===== config.mk =====
export PLATFORM = sky130hd
export DESIGN_NAME = down_counter4
export DESIGN_NICKNAME = d
export VERILOG_FILES = /design/src/rtl/down_counter4.sv
export SDC_FILE = /design/constraint.sdc
export NUM_CORES = 1
export LEC_CHECK = 0
export ABC_AREA = 0
export CAP_MARGIN = 25
export CORE_AREA = 2 2 45 47
export DETAILED_ROUTE_END_ITERATION = 6
export DIE_AREA = 0 0 47 49
export DONT_BUFFER_PORTS = 1
export PLACE_DENSITY = 0.54
export SKIP_CTS_REPAIR_TIMING = 1
export SLEW_MARGIN = 5
export SYNTH_ARGS = -nofsm -noshare
export SYNTH_HDL_FRONTEND = slang
export SYNTH_SLANG_ARGS = --single-unit

===== constraint.sdc =====
create_clock -name CLK -period 1.4 [get_ports CLK]
set_input_delay 0.21 -clock CLK [delete_from_list [all_inputs] [get_ports CLK]]
set_output_delay 0.21 -clock CLK [all_outputs]
set_load 0.02 [all_outputs]

===== src/rtl/down_counter4.sv =====
// Loadable down-counter with borrow out, zero flag and sticky done flag.
// On underflow it either wraps to all-ones or reloads the last loaded value.
module down_counter4 #(
  parameter int WIDTH = 4
) (
  input  logic             CLK,
  input  logic             RESETN,
  input  logic             LOAD,
  input  logic [WIDTH-1:0] D,
  input  logic             CE,
  input  logic             RELOAD,
  output logic [WIDTH-1:0] O,
  output logic             BOUT,
  output logic             ZERO,
  output logic             DONE
);

  localparam logic [WIDTH-1:0] ONE = {{(WIDTH-1){1'b0}}, 1'b1};

  logic [WIDTH-1:0] cnt_q, cnt_d;
  logic [WIDTH-1:0] rld_q, rld_d;
  logic             done_q, done_d;
  logic             is_zero;

  assign is_zero = (cnt_q == '0);

  always_comb begin
    cnt_d  = cnt_q;
    rld_d  = rld_q;
    done_d = done_q;
    if (LOAD) begin
      cnt_d  = D;
      rld_d  = D;
      done_d = 1'b0;
    end else if (CE) begin
      if (!is_zero) begin
        cnt_d = cnt_q - ONE;
      end else begin
        // Borrow: RELOAD only matters here.
        cnt_d  = RELOAD ? rld_q : '1;
        done_d = 1'b1;
      end
    end
  end

  always_ff @(posedge CLK or negedge RESETN) begin
    if (!RESETN) begin
      cnt_q  <= '0;
      rld_q  <= '0;
      done_q <= 1'b0;
    end else begin
      cnt_q  <= cnt_d;
      rld_q  <= rld_d;
      done_q <= done_d;
    end
  end

  assign O    = cnt_q;
  assign ZERO = is_zero;
  assign BOUT = CE & ~LOAD & is_zero;
  assign DONE = done_q;

endmodule


* Word level (Yosys, flattened, before mapping) *
Index checks and enable logic that the tools add are counted.

storage, ports and cells
  register bits after elaboration = 9

cells by class
  multiplexer cells = 7
  bitwise logic cells = 3
  add/subtract/negate cells = 1
  reductions and logical operators = 4

operator list
  cell                                               count
  2-to-1 mux 4 bit                                   4
  logical NOT 4 bit                                  1
  nonzero test 2 bit                                 2
  subtractor 4 x 1 -> 4 bit (second input constant)  1
  2-to-1 mux 1 bit                                   3
  bitwise AND 1 bit                                  2
  AND reduction 2 bit                                1
  inverter 1 bit                                     1

* Longest topological paths before layout *
  depth after elaboration = 4
  depth in mapped cells = 5

* Worst setup path before layout *
Ideal clock, no wire load.

  path kind = reg-to-reg
  start = reg cnt_q[0], in the netlist O[0]
  end = reg cnt_q[1], in the netlist O[1]
  clock period less this slack = 1.735 ns
  required time = 1.324 ns
  arrival time = 1.659 ns
  path buffers = 0
  setup time = 0.076 ns
  cell stages (with the launch flop) = 6
  path slack = -0.335 ns
  cell sequence = dfrtp_1 inv_1 ha_1 nor3b_4 mux2_2 o21ai_1

between the ends
  word-level cells in the longest chain between the ends = 4
  elaborated cells between the ends (all ways) = 5
  classes of those cells = add/sub (1); mux (3); reduce/logical (1)

ends and longest elaborated chain
  item                    line  source
  start, declared         20    logic [WIDTH-1:0] cnt_q, cnt_d;
  start signal, assigned  52    cnt_q <= cnt_d;
  logical NOT 4 bit       25    assign is_zero = (cnt_q == '0);
  net ZERO                14    output logic ZERO,
  2-to-1 mux 4 bit        36    if (!is_zero) begin
  2-to-1 mux 4 bit        35    end else if (CE) begin
  2-to-1 mux 4 bit        31    if (LOAD) begin

The timed path passes the listed nets, and every way through them passes these cells. The select of a mux whose other input is x is not followed.
A chain may end at the register's enable or synchronous reset.

* Worst setup path after layout *
  start = reg cnt_q[0], in the netlist O[0]
  end = out BOUT

between the ends
  word-level cells in the longest chain between the ends = 2

ends and longest elaborated chain
  item               line  source
  logical NOT 4 bit  25
  bitwise AND 1 bit  60    assign BOUT = CE & ~LOAD & is_zero;
  end, declared      13    output logic BOUT,

Every way passes these cells.

==> impl_results.md <==
- Total vias in the final route: 442
- Nature of the critical path endpoint: primary output
- Synth Area per Inst: approximately 11 um2
- RR Startpoint: O[0]$_DFFE_PN0P_
- Syn_nets: 59
- Unrepaired setup endpoints after global routing: true
- Buffer cell driving the clock tree root: sky130_fd_sc_hd__clkbuf_4
- Synth Warn #: 0
- Fin crit period: around 1600 ps
- Place WS: -51.6 ps
- Clock Skews: 0.896 ps
- Fraction of layout cells with a size suffix above 1: 45.5%
- Mapped Area: about 520 um2
- Critical path peak fanout: 4
- Total gr overflow: 0
- Final Wtd Congestion: 0.752
- Placeable core area: about 0.0018 mm2
- Insertion delay of the later-clocked pin in the worst-skew pair: 260 ps
- Required time of the critical path: around 1200 ps
- Cells after Synth: 49
- Slew headroom: 71.4%
- Commonest cells after routing, fill and taps aside: sky130_fd_sc_hd__buf_4 (11), sky130_fd_sc_hd__dfrtp_1 (7), sky130_fd_sc_hd__nor2_1 (4)
- Die outline width: between 40 and 50 um
- Clock slew seen by the registers of the worst setup and hold paths: 60 ps
- TritonCTS Buffers: 3
- Outcome: complete, but fails checks
- Max-Cap Viols: 0
- Library cell with the largest summed area after synthesis: sky130_fd_sc_hd__dfrtp_1
- Critical path startpoint: O[0]$_DFFE_PN0P_
- H-tree depth: 1
- Final Worst Setup Slack: -188 ps
- I/O pin count: 16
- Initial core utilization: about 28%
- Met1 routing resource usage after global routing: between 10% and 20%
- Routed length per instance: roughly 13 um
- Violations in the final reports: setup timing
- Area fraction of the dominant cell type after synthesis: between 40% and 50%
- Count of buffers inserted at the top-level ports: 0
- Tot GR Track Use: about an eighth
- Commonest non-fill, non-tap cell in the layout: sky130_fd_sc_hd__buf_4
- Max-slew violations: 0
- Hold path start: LOAD
- Tcrit/Tclk final: 113%
- Worst min path class: in2reg
- Via density: roughly 4.8
- Drt drc: 0
- Measured slew at the worst slew-check pin: roughly 430 ps
- Met3 capacity usage during global routing: roughly 3%
- Top post-synthesis cells by area: sky130_fd_sc_hd__dfrtp_1 (43%), sky130_fd_sc_hd__mux2_2 (8.7%), sky130_fd_sc_hd__nand2b_1 (3.6%), sky130_fd_sc_hd__nor3b_4 (3.6%), sky130_fd_sc_hd__o41ai_2 (3.1%)
- Leakage power total: about 0.00032 uW
- Number of sinks driven by the clock tree: 9
- Startpoint kind of the worst setup timing path: flop
- TritonCTS clock tree: done
- Total length of routed wires: 1.25 mm
- Setup-failing EPs final: 4
- Power density relative to cell area: around 1000 mW/mm2
- HPWL after detailed placement: 874 um
- Drt first pass iters: 5
- Maximum number of pins on one net before global-route repair: 15
- Initial DRC Count: 6
- Wire length of the first global-routing pass: approximately 1.9 mm
- Die area: ~0.0023 mm2
- Critical path class: reg2out
- Final total negative setup slack: -504 ps
- Die boundary height: about 50 um
- Vias in the first global route: between 400 and 500
- Syn-to-layout area delta: 40.6%
- ANT nets after route: 0
- Met2 track demand over resource in global routing: 18.5%
- Count of endpoints failing hold in the final timing report: 0
- Maximum buffer depth of the clock tree: 2
- Initial antenna violation count: 0
- Rows: 16
- # nets final: 77
- Number of antenna cells inserted: 0
- Highest-utilization routing layer at the global route stage: met2
- Data arrival time of the worst path: around 1400 ps
- Post-synth cell types: 26
- Max Fclk: roughly 630 MHz
- Sequential element share of the synthesized area: 43.5%
- Flop and latch count out of synthesis: 9
- Worst ir drop on vdd: roughly 340 uV
state kept, by name, indices dropped and copies added (netlist names):
register	count
DONE	1
O	4
rld_q	4
final cells by class:
cell class              count  area [um2]
clock buffers               4        26.3
fillers                   198        1110
inverters                   4        15.0
multi-input cells          34         297
flip-flops and latches      9         228
well taps                  27        33.8
repair buffers             15         129
cell usage after synthesis:
cell	instances
sky130_fd_sc_hd__nand2_1	3
sky130_fd_sc_hd__o31ai_1	1
sky130_fd_sc_hd__nor3_1	1
sky130_fd_sc_hd__o31a_1	1
sky130_fd_sc_hd__nor3b_4	1
sky130_fd_sc_hd__inv_1	4
sky130_fd_sc_hd__nor2b_1	1
sky130_fd_sc_hd__nor4b_1	1
sky130_fd_sc_hd__buf_2	1
sky130_fd_sc_hd__nor4_1	1
sky130_fd_sc_hd__buf_6	1
sky130_fd_sc_hd__nor3b_1	1
sky130_fd_sc_hd__o41ai_2	1
sky130_fd_sc_hd__dfrtp_1	9
sky130_fd_sc_hd__nand2b_1	3
sky130_fd_sc_hd__a22oi_1	2
sky130_fd_sc_hd__ha_1	1
sky130_fd_sc_hd__a311oi_1	1
sky130_fd_sc_hd__and3b_2	1
sky130_fd_sc_hd__and4b_1	1
sky130_fd_sc_hd__nor2_1	4
sky130_fd_sc_hd__mux2_2	4
sky130_fd_sc_hd__o21ai_1	1
sky130_fd_sc_hd__o21ai_0	1
sky130_fd_sc_hd__a21oi_1	2
sky130_fd_sc_hd__a41o_1	1
per-stage QoR:
stage	util (%)	cell area, um2	hold slack (ps)	total power [uW]	instances
finish	39.5	728	45.5	759	93
global placement	33.4	614	-85.4	502	82
floorplan	-	537	-85.6	453	49
CTS	34.8	641	-370	711	86
detailed placement	33.4	614	-85.4	505	82
global route	39.5	728	27.0	807	93
path summary, 6_finish.rpt:
check	endpoint	slack [ps]	cells past startpoint
worst min register to register	rld_q[3]$_DFFE_PN0P_	500	1
worst max-delay path	BOUT	-190	4
max in group asynchronous	O[1]$_DFFE_PN0P_	760	1
min in group asynchronous	O[3]$_DFFE_PN0P_	320	1
worst max register to register	O[0]$_DFFE_PN0P_	-110	5
worst min-delay path	O[0]$_DFFE_PN0P_	50	1
power breakdown:
group | switching [uW] | internal [uW] | leakage, uW | total (uW)
logic | 118 | 129 | 0.000201 | 247
clock network | 92.9 | 110 | 0.0000150 | 203
registers | 20.3 | 289 | 0.000106 | 309
worst max-delay path: stages, from the launching register on:
cell and delay, ps:
sky130_fd_sc_hd__dfrtp_2 410, sky130_fd_sc_hd__inv_2 70, sky130_fd_sc_hd__ha_4 120, sky130_fd_sc_hd__nor3b_4 230, sky130_fd_sc_hd__and3b_2 280
kinds of logic after synthesis:
| kind of cell | share of synthesized area [%] |
|---|---|
| multiplexers | 8.70 |
| buffers and inverters | 6.04 |
| AO/OA/AOI/OAI | 16.7 |
| flip-flops | 43.5 |
| adder cells (fa/ha/maj) | 2.42 |
| AND/OR/NAND/NOR | 22.7 |
routing by layer:
metal | vias up | share of wire [%]
li1 | 211 | -
met1 | 221 | 39
met2 | 8 | 55
met3 | 2 | 4.2
met4 | 0 | 1.6
met5 | - | 0
Power figures use the tool's default switching activity.
